**src/rtl/lsu_bus_master.sv**
```systemverilog
// rtl/lsu_bus_master.sv - load/store unit bus master for a byte-lane BRAM array port
// Optional feature: define LSU_MISALIGN_CHECK_EN to reject misaligned halfword/word accesses.
module lsu_bus_master #(
  parameter int TIMEOUT_CYCLES = 16
) (
  input  logic        i_clk,
  input  logic        i_rst_n,
  input  logic        i_req_valid,
  output logic        o_req_ready,
  input  logic        i_req_we,
  input  logic [1:0]  i_req_size,
  input  logic        i_req_unsigned,
  input  logic [31:0] i_req_addr,
  input  logic [31:0] i_req_wdata,
  output logic        o_rsp_valid,
  output logic [31:0] o_rsp_rdata,
  output logic        o_rsp_err,
  output logic        o_en,
  output logic        o_we,
  output logic [1:0]  o_mask_type,
  output logic [31:0] o_addr,
  output logic [31:0] o_data,
  input  logic [31:0] i_data,
  input  logic        i_ack,
  input  logic        i_err
);

  typedef enum logic [1:0] {IDLE, ISSUE, WAIT, RESP} state_t;

  state_t      state_q, state_d;
  logic        we_q;
  logic [1:0]  size_q;
  logic        uns_q;
  logic [31:0] addr_q;
  logic [31:0] wdata_q;
  logic [31:0] rdata_q;
  logic        err_q;
  logic [7:0]  cnt_q;

  logic        misalign;
  logic        reject;
  logic        accept;
  logic        timeout_hit;
  logic [31:0] load_ext;

`ifdef LSU_MISALIGN_CHECK_EN
  // Flag halfwords on odd addresses and words off a 4-byte boundary.
  always_comb begin
    misalign = 1'b0;
    case (i_req_size)
      2'b01:   misalign = i_req_addr[0];
      2'b10:   misalign = |i_req_addr[1:0];
      default: misalign = 1'b0;
    endcase
  end
`else
  // Misaligned accesses go to the memory as-is; its lane logic decides.
  assign misalign = 1'b0;
`endif

  assign reject      = (i_req_size == 2'b11) || misalign;
  assign accept      = (state_q == IDLE) && i_req_valid;
  assign timeout_hit = (cnt_q == 8'(TIMEOUT_CYCLES - 1));

  // Right-aligned memory data, sign- or zero-extended by access size.
  always_comb begin
    load_ext = i_data;
    case (size_q)
      2'b00:   load_ext = {{24{~uns_q & i_data[7]}}, i_data[7:0]};
      2'b01:   load_ext = {{16{~uns_q & i_data[15]}}, i_data[15:0]};
      default: load_ext = i_data;
    endcase
  end

  // State register; reset aborts any access in flight without a response.
  always_ff @(posedge i_clk or negedge i_rst_n) begin
    if (!i_rst_n) begin
      state_q <= IDLE;
    end else begin
      state_q <= state_d;
    end
  end

  // Next-state and output decode; bus outputs are nonzero only in ISSUE.
  always_comb begin
    state_d     = state_q;
    o_req_ready = 1'b0;
    o_en        = 1'b0;
    o_we        = 1'b0;
    o_mask_type = 2'b00;
    o_addr      = 32'h0;
    o_data      = 32'h0;
    o_rsp_valid = 1'b0;
    o_rsp_err   = 1'b0;
    o_rsp_rdata = 32'h0;
    case (state_q)
      IDLE: begin
        o_req_ready = 1'b1;
        if (i_req_valid) state_d = reject ? RESP : ISSUE;
      end
      ISSUE: begin
        o_en        = 1'b1;
        o_we        = we_q;
        o_mask_type = size_q;
        o_addr      = addr_q;
        o_data      = wdata_q;
        state_d     = WAIT;
      end
      WAIT: begin
        if (i_ack || timeout_hit) state_d = RESP;
      end
      RESP: begin
        o_rsp_valid = 1'b1;
        o_rsp_err   = err_q;
        o_rsp_rdata = rdata_q;
        state_d     = IDLE;
      end
      default: state_d = IDLE;
    endcase
  end

  // Request capture, wait counter and response data; ack is only looked at in WAIT.
  always_ff @(posedge i_clk or negedge i_rst_n) begin
    if (!i_rst_n) begin
      we_q    <= 1'b0;
      size_q  <= 2'b00;
      uns_q   <= 1'b0;
      addr_q  <= 32'h0;
      wdata_q <= 32'h0;
      rdata_q <= 32'h0;
      err_q   <= 1'b0;
      cnt_q   <= 8'h0;
    end else begin
      if (accept) begin
        we_q    <= i_req_we;
        size_q  <= i_req_size;
        uns_q   <= i_req_unsigned;
        addr_q  <= i_req_addr;
        wdata_q <= i_req_wdata;
        cnt_q   <= 8'h0;
        rdata_q <= 32'h0;
        err_q   <= reject;
      end else if (state_q == WAIT) begin
        if (i_ack) begin
          rdata_q <= we_q ? 32'h0 : load_ext;
          err_q   <= i_err;
        end else if (timeout_hit) begin
          rdata_q <= 32'h0;
          err_q   <= 1'b1;
        end else begin
          cnt_q <= cnt_q + 8'h1;
        end
      end
    end
  end

endmodule
```
**config.mk**
```make
export PLATFORM = sky130hd
export DESIGN_NAME = lsu_bus_master
export DESIGN_NICKNAME = d
export VERILOG_FILES = /design/src/rtl/lsu_bus_master.sv
export SDC_FILE = /design/constraint.sdc
export NUM_CORES = 1
export LEC_CHECK = 0
export BUFFER_PORTS_ARGS = -buffer_cell sky130_fd_sc_hd__buf_4
export CAP_MARGIN = 20
export CORE_UTILIZATION = 49
export DETAILED_ROUTE_END_ITERATION = 10
export HOLD_SLACK_MARGIN = 0.03
export PLACE_DENSITY = 0.81
export SYNTH_ARGS = -nofsm -noshare
export SYNTH_HDL_FRONTEND = slang
export SYNTH_SLANG_ARGS = --single-unit
```
**constraint.sdc**
```tcl
create_clock -name i_clk -period 2.1 [get_ports i_clk]
set_input_delay 0 -clock i_clk [delete_from_list [all_inputs] [get_ports i_clk]]
set_output_delay 0 -clock i_clk [all_outputs]
set_load 0.01 [all_outputs]
```
After elaboration in Yosys (flattened, before gate mapping)
Cells that the tools add are included.

storage, ports and cells
  bits in latches = 0
  ROM bits = 0
  memories = 0
  memory bits (writable) = 0
  word-level logic and storage cells = 59
  bits of input ports = 105
  output and inout port bits = 103
  bits in registers = 111

cells by class
  order comparisons = 0
  mux-type cells = 27
  divide/modulo/power cells = 0
  shifts and indexed selects = 0
  $add $sub $neg = 1
  $mul = 0
  bitwise logic cells = 3
  reductions and logical operators = 9
  eq/ne operators = 10

operators by type and width
  cell                   count
  $mux W32               8
  $pmux W32 S2           1
  $mux W8                4
  $mux W1                9
  $add A8 B1 Y8 const B  1
  $eq A8 B4 Y1 const B   1
  $mux W2                4
  $pmux W2 S4            1
  $eq A2 B2 Y1 const B   3
  $ne A2 B2 Y1 const B   3
  $eq A2 B1 Y1 const B   2
  $logic_not A2 Y1       2
  $reduce_and A2 Y1      2
  $reduce_and A3 Y1      1
  $reduce_bool A3 Y1     1
  $and A1 B1 Y1          2
  $ne A2 B1 Y1 const B   1
  $reduce_bool A2 Y1     1
  $logic_and A1 B1 Y1    1
  $logic_or A1 B1 Y1     1
  $not A1 Y1             1

Longest topological paths before layout
Gate-level depths: netlist of run 1.

  word-level depth = 7
  depth in mapped cells = 7

Worst setup path before layout of run 1
OpenSTA, ideal clock, no wires.

  path type = flip-flop to flip-flop
  start = reg state_q[0]
  end = reg rdata_q[21]
  cell stages (with the launch flop) = 8
  data arrival time = 1.601 ns
  required time = 2.017 ns
  setup time = 0.083 ns
  setup slack = 0.416 ns
  cell sequence = dfrtp_1 > inv_1 > ha_1 > and2_1 > nor3_4 > o21ai_2 > buf_6 > o21ai_0

on the way
  cells in the longest elaborated chain, start to end = 4
  elaborated cells on any way between the ends = 7

RTL lines
  element                                                                    RTL line  source
  start, declared                                                            30        state_t state_q, state_d;
  start signal, assigned                                                     80        state_q <= state_d;
  $logic_not A2 Y1                                                           62        assign accept = (state_q == IDLE) && i_req_valid;
  $logic_and A1 B1 Y1                                                        62
  $reduce_bool A3 Y1 (no line) / $reduce_bool A2 Y1 (equally long branches)  --
  $reduce_and A2 Y1 (no line)                                                --
  end signal, assigned                                                       145       rdata_q <= we_q ? 32'h0 : load_ext;
  end, declared                                                              36        logic [31:0] rdata_q;

Parallel ways exist; a longest one is shown, timed or not.
A chain may end at the register's enable or synchronous reset.

Worst setup path in the final report of run 1
  start = reg state_q[0]
  end = reg rdata_q[16]

Same word-level chain as after synthesis.

==> summary.md, run 1 <==
## Critical path
• register — Worst setup SP type
• 2.38 ns — required time reported for the critical path endpoint
• rdata_q[16]$_DFFE_PN0P_ — end of the worst register-to-register path
• register to register — kind of critical path
• 0.30 ns — setup slack of the most critical reg-to-reg path
• 2.07 ns — CP Data Arrival Time
• 7 — Reg2Reg Depth
• state_q[0]$_DFFE_PN0P_ — launching point of the worst reg2reg path
• 33 — Max Fanout on Critical Path
• register — kind of end point of the critical path

## Global route
• 84 — pin count of the biggest net entering global routing
• 25,500 um — wire length of the first global-routing pass
• 28.8% — Global Route Usage Sum
• 0 — Overflow after GRT
• 0 — number of antenna violations at the first check in global routing
• 5,405 — vias in the first global route

## Synth
• 0 — number of synthesized flops with an enable pin
• dfrtp_1 — ys flop type
• 8.89 um^2 — synthesized area per cell
• 111 — Synth Register Bits
• 31 — number of library cell types mapped by synthesis
• nand2_1, dfrtp_1, and2_1 — list of most frequent post-synthesis cells
• 0 — YS warnings
• 100% — fraction of synthesis flops using an asynchronous set or reset pin
• 591 — Cells after Synth
• dfrtp_1, nand2_1, and2_1 — main area contributors after synthesis
• 702 — Synthesized Nets
• nand2_1 — library cell with the highest instance count after synthesis
• 52.8% — area share of the leading cell type in the synthesized netlist
• 52.8% — portion of the post-synthesis area used by sequential elements
• 5260 um^2 — netlist area before placement
• dfrtp_1 — cell type with the highest aggregate area in the netlist

## Route
• 0 — number of remaining DRC errors
• 15.3 um — WL per Instance
• 15,700 um — final wirelength
• 5,233 — via count
• 5.10 — via count normalized by instance count
• 0 — residual antenna-violating net count after detailed routing
• 5 — 1st-pass router iterations
• 270 — initial detailed-routing violation count

## Final layout
• 998 — number of nets in the finished design
• 630 — number of filler cells placed in the layout
• 27.0% — layout cells sized above 1
• 55.7% — growth of design area from synthesis to finish
• 0 — number of inserted diodes
• 8190 um^2 — final non-filler cell area
• 78.9% — post-layout util
• 1,027 — Finished Layout Cells

## Placed design
• 6930 um^2 — Post-Place Cell Area
• 9140 um — sum of net half-perimeters after detailed placement
• 0.834 — placer's final routability congestion estimate
• 908 — placed cell count
• 207 — Port Buffers
• 0.337 ns — pre-CTS setup slack

## Pwr
• 1110 nW/um^2 — Power Density
• 37.4% — switch share
• 5.67 mW — internal power
• 45.4% — Logic pwr share
• 15.4% — clock group share of total power
• 39.2% — sequential share of power
• 4.34 nW — leakage dissipation
• 3.39 mW — switching power of the nets
• 9.06 mW — overall power after layout
• 0.000644 V — maximum ir drop on the vdd rail

## Status
• complete, no violations — result of the run

## Flow run
• 0 — reported max-cap violation count

## Clocking
• 2 — buffers from clock root to sink, at most
• 9 — TritonCTS buffer count
• done — CTS tree
• 0.36 ns — clock network latency to the later pin of the worst-skew pair
• 111 — number of sinks driven by the clock tree
• 3 — depth of the CTS H-tree
• 0.10 ns — clock input transition at the sequential cells of the worst setup and hold paths
• clkbuf_8 — root buffer cell

## Die
• 106 um — die height
• 208 — number of I/O pins
• 10,400 um^2 — core outline area
• 11,100 um^2 — floorplan die area
• 37 — number of cell rows
• 50.7% — initial standard-cell utilization of the core
• 106 um — width of the die

## STA
• 85.6% — final worst-path cycle share
• 0 ns — setup TNS
• 0 — number of failing setup endpoints in the final timing report
• 0.0856 ns — Min Hold Slack
• 0.556 GHz — upper clock frequency limit
• 0.0116 ns — worst clock skew on the final layout
• 0 — Max Transition Viols Final
• 0 — number of failing hold endpoints at the final stage
• 61.5% — headroom to the max-slew limit
• no — setup repair after global routing missed its margin
• 0.303 ns — Final WS setup
• 1.80 ns — Final min period
• 0.578 ns — transition time of the tightest slew-check pin

## Hold path
• primary input to asynchronous set/reset pin — class of the tightest hold or removal check

-- metal layers --
layer / vias up / GRT usage [%] / routed length [um]
li1: 2441 / - / -
met5: - / 0 / 0
met1: 2541 / 34.8 / 6410
met3: 38 / 5.44 / 989
met4: 0 / 11.2 / 392
met2: 213 / 50.8 / 7920
-- flip-flops by register name, indices dropped and copies added (netlist names) --
signal	flops
addr_q	32
rdata_q	32
wdata_q	32
cnt_q	8
size_q	2
state_q	2
err_q	1
uns_q	1
we_q	1
-- how the worst max path moves through the flow --
| stage | cells after the start | slack, ns | to | start |
|---|---|---|---|---|
| final | 7 | 0.30 | rdata_q[16]$_DFFE_PN0P_ | state_q[0]$_DFFE_PN0P_ |
| after detailed placement | 7 | 0.34 | rdata_q[16]$_DFFE_PN0P_ | state_q[0]$_DFFE_PN0P_ |
| after floorplan | 7 | 0.42 | rdata_q[21]$_DFFE_PN0P_ | state_q[0]$_DFFE_PN0P_ |
| after CTS | 3 | 0.14 | o_rsp_rdata[27] | state_q[0]$_DFFE_PN0P_ |
| after global routing | 6 | 0.19 | rdata_q[16]$_DFFE_PN0P_ | state_q[0]$_DFFE_PN0P_ |
| after global placement | 6 | 0.39 | state_q[0]$_DFFE_PN0P_ | state_q[0]$_DFFE_PN0P_ |
-- logic make-up (layout without fill, tap and decap cells) --
logic type	after synthesis	count (layout)	share of synthesized area [%]
xor gates and xnor gates	4	4	0.666
and+or+nand+nor	374	374	33.8
muxes	3	3	0.571
DFF	111	111	52.8
buffers and inverters	40	340	3.52
AOI/OAI and AO/OA	53	53	7.19
adders and majority gates	6	6	1.43
-- cell usage in the layout (no fill, tap or decap), types with 2 or more instances in the layout --
cell           instances
clkbuf_8              10
o21ai_0               22
mux2i_1                3
nor2b_1               18
nor2_1                 7
nand2_1              232
o21ai_1                5
nand3_1                4
buf_12                 3
clkbuf_1               2
and2_1               103
ha_1                   4
dlygate4sd3_1        104
inv_1                  4
xor2_1                 4
bufinv_16              2
buf_4                214
ha_2                   2
dfrtp_1              111
a31oi_1                3
a22o_1                17
-- power by group through the flow --
| stage | Sequential [mW] | Combinational [mW] | Clock, mW |
|---|---|---|---|
| finish | 3.55 | 4.11 | 1.40 |
| global route | 3.65 | 4.52 | 1.51 |
| CTS | 3.51 | 4.05 | 1.43 |
| detailed placement | 3.54 | 3.89 | 0 |
| global placement | 3.50 | 3.75 | 0 |
| floorplan | 3.38 | 2.42 | 0 |
-- worst max-delay path, stage by stage, from the launching register on --
cell and delay, ns:
dfrtp_1 0.42, inv_1 0.10, ha_1 0.31, a22o_1 0.29
a41oi_4 0.20, buf_12 0.22, nand2_1 0.08, o21ai_0 0.08
-- area by class of cell --
class	instances	area, um^2	area share, %
sequential	111	2780	33.9
clock inverter	3	67.6	0.825
tap	136	170	2.08
clock buffer	12	145	1.77
multi-input combinational	440	2300	28.1
timing repair buffer	321	2710	33.1
inverter	4	15.0	0.183
-- what timing repair did --
item | CTS | global route
setup endpoints to repair | 0 | 5
hold endpoints to repair | 216 | 0
setup buffers | 0 | 0
hold buffers | 104 | 0
gates resized for setup | 0 | 1
(Power assumes the default switching activity.)
==> inputs of run 2 (changes only) <==
--- a/config.mk
+++ b/config.mk
@@ -9,8 +9,9 @@
 export CAP_MARGIN = 20
 export CORE_UTILIZATION = 49
 export DETAILED_ROUTE_END_ITERATION = 10
-export HOLD_SLACK_MARGIN = 0.03
+export HOLD_SLACK_MARGIN = 0.12
 export PLACE_DENSITY = 0.81
+export SETUP_SLACK_MARGIN = 0.3
 export SYNTH_ARGS = -nofsm -noshare
 export SYNTH_HDL_FRONTEND = slang
 export SYNTH_SLANG_ARGS = --single-unit
==> run 2 against run 1 <==
Design area is 0.55% higher; clock-buffer cell count unchanged; sequential power is essentially flat; sequential cell count is the same; non-clock buffer count up 2; highest routed layer unchanged; maximum frequency rose by 5.9%; clock power about the same; utilization grew 0.43 points.
==> summary.md, run 2 (synthesis results as in run 1) <==
## Status
• complete, no violations — result of the run

## Critical path
• dfrtp_1 — cell with the largest stage delay on the worst path
• 6 — Reg2Reg Depth
• simple AND/OR/NAND/NOR gates — Crit path max-delay family
• 0.39 ns — largest incremental delay on the critical path
• register — kind of end point of the critical path
• register — Worst setup SP type
• 2.01 ns — CP Data Arrival Time
• 16 — Max Fanout on Critical Path
• state_q[0]$_DFFE_PN0P_ — launching point of the worst reg2reg path
• inv_1 -> ha_1 -> and2_2 -> nor3_4 -> buf_4 -> a22o_1 — chain of cells forming the critical path
• 0.40 ns — setup slack of the most critical reg-to-reg path
• rdata_q[3]$_DFFE_PN0P_ — end of the worst register-to-register path
• 2.41 ns — required time reported for the critical path endpoint
• 2 — critical path buffer and inverter count
• register to register — kind of critical path

## Placed design
• 0.834 — placer's final routability congestion estimate
• 9140 um — sum of net half-perimeters after detailed placement
• 6930 um^2 — Post-Place Cell Area
• 207 — Port Buffers

## STA
• 66.1% — headroom to the max-slew limit
• 0.508 ns — transition time of the tightest slew-check pin
• 80.8% — final worst-path cycle share
• yes — setup repair after global routing missed its margin
• 0.589 GHz — upper clock frequency limit
• 0.0101 ns — worst clock skew on the final layout
• 0 — number of failing hold endpoints at the final stage
• 0 — Max Transition Viols Final
• 1.70 ns — Final min period
• 0 — number of failing setup endpoints in the final timing report
• 0 ns — setup TNS

## Route
• 5.09 — via count normalized by instance count
• 282 — initial detailed-routing violation count
• 15,700 um — final wirelength
• 0 — number of remaining DRC errors
• 0 — residual antenna-violating net count after detailed routing
• 5 — 1st-pass router iterations
• 15.3 um — WL per Instance
• 5,239 — via count

## Global route
• 0 — number of antenna violations at the first check in global routing
• 34.8% — global-route met1 utilization
• 0 — Overflow after GRT
• 51.0% — met2 Resource Use GR
• 5.50% — met3 track utilization from global routing
• 28.9% — Global Route Usage Sum
• met2 — layer carrying the most global-route usage
• 25,600 um — wire length of the first global-routing pass
• 84 — pin count of the biggest net entering global routing
• 5,420 — vias in the first global route

## Hold path
• primary input to asynchronous set/reset pin — class of the tightest hold or removal check

## Clocking
• done — CTS tree
• clkbuf_8 — root buffer cell
• 0.37 ns — clock network latency to the later pin of the worst-skew pair
• 111 — number of sinks driven by the clock tree
• 9 — TritonCTS buffer count
• 2 — buffers from clock root to sink, at most
• 0.10 ns — clock input transition at the sequential cells of the worst setup and hold paths
• 3 — depth of the CTS H-tree

## Pwr
• 0.000645 V — maximum ir drop on the vdd rail
• 9.11 mW — overall power after layout
• 1110 nW/um^2 — Power Density
• 4.36 nW — leakage dissipation

## Die
• 50.7% — initial standard-cell utilization of the core
• 106 um — width of the die
• 106 um — die height
• 11,100 um^2 — floorplan die area
• 37 — number of cell rows
• 10,400 um^2 — core outline area
• 208 — number of I/O pins

## Final layout
• nand2_1, buf_4, dfrtp_1 — commonest cells after routing, fill and taps aside
• 1,000 — number of nets in the finished design
• addr_q x32, rdata_q x32, wdata_q x32 — largest registers ranked by flip-flop count
• nand2_1 — most common cell after layout, fill and taps aside
• 56.6% — growth of design area from synthesis to finish
• 622 — number of filler cells placed in the layout
• 27.3% — layout cells sized above 1
• 0 — number of inserted diodes
• 8230 um^2 — final non-filler cell area
• 79.4% — post-layout util

## Flow run
• 0 — reported max-cap violation count

==> run 2: changes by cell type in the layout (fill, tap and decap cells not counted), sizes merged <==
cell | previous run | this run
buf | 217 | 219
==> run 2: worst min-delay path, delay by kind of cell <==
| family | cells | cell delay (ns) |
|---|---|---|
| buffers and inverters | 3 | 0.86 |
==> run 2: metal layers <==
metal	share of wire, %	up-vias	wire length, um
li1	-	2447	-
met1	41	2534	6400
met2	50	218	7860
met3	6.6	40	1040
met4	2.6	0	415
met5	0	-	0
==> run 2: through the flow <==
stage / setup slack (ns) / std cells / hold slack [ns]
finish: 0.403 / 1029 / 0.131
global route: 0.279 / 1029 / 0.125
CTS: 0.305 / 1028 / 0.121
detailed placement: 0.337 / 908 / -0.0522
global placement: 0.387 / 908 / -0.0588
floorplan: 0.416 / 591 / -0.296
==> run 2: timing repair <==
| item | 4_1_cts | 5_1_grt |
|---|---|---|
| buffers inserted | 0 | 1 |
| resized for setup | 1 | 5 |
| setup endpoints to repair | 34 | 79 |
| hold buffers | 105 | 0 |
| hold endpoints to repair | 217 | 0 |
| cloned | 0 | 0 |
==> run 2: area by class of cell <==
type                    instances  area [um^2]  area share, %
flip-flops and latches        111         2780           33.7
repair buffers                323         2740           33.3
multi-input cells             440         2310           28.1
well taps                     136          170           2.07
clock buffers                  12          145           1.76
clock inverters                 3         67.6          0.821
inverters                       4         15.0          0.182
==> run 2: worst max path at each step <==
stage	end	cells past startpoint	start
global route	rdata_q[16]$_DFFE_PN0P_	6	state_q[1]$_DFFE_PN0P_
floorplan	rdata_q[21]$_DFFE_PN0P_	7	state_q[0]$_DFFE_PN0P_
CTS	rdata_q[16]$_DFFE_PN0P_	7	state_q[0]$_DFFE_PN0P_
detailed placement	rdata_q[16]$_DFFE_PN0P_	7	state_q[0]$_DFFE_PN0P_
finish	rdata_q[3]$_DFFE_PN0P_	6	state_q[0]$_DFFE_PN0P_
global placement	state_q[0]$_DFFE_PN0P_	6	state_q[0]$_DFFE_PN0P_
==> run 2: power breakdown <==
part           internal [mW]  switching, mW  leakage [nW]
combinational           1.97           2.19          2.83
clock                  0.701          0.699         0.103
sequential              3.04          0.509          1.43
total                   5.71           3.40          4.36
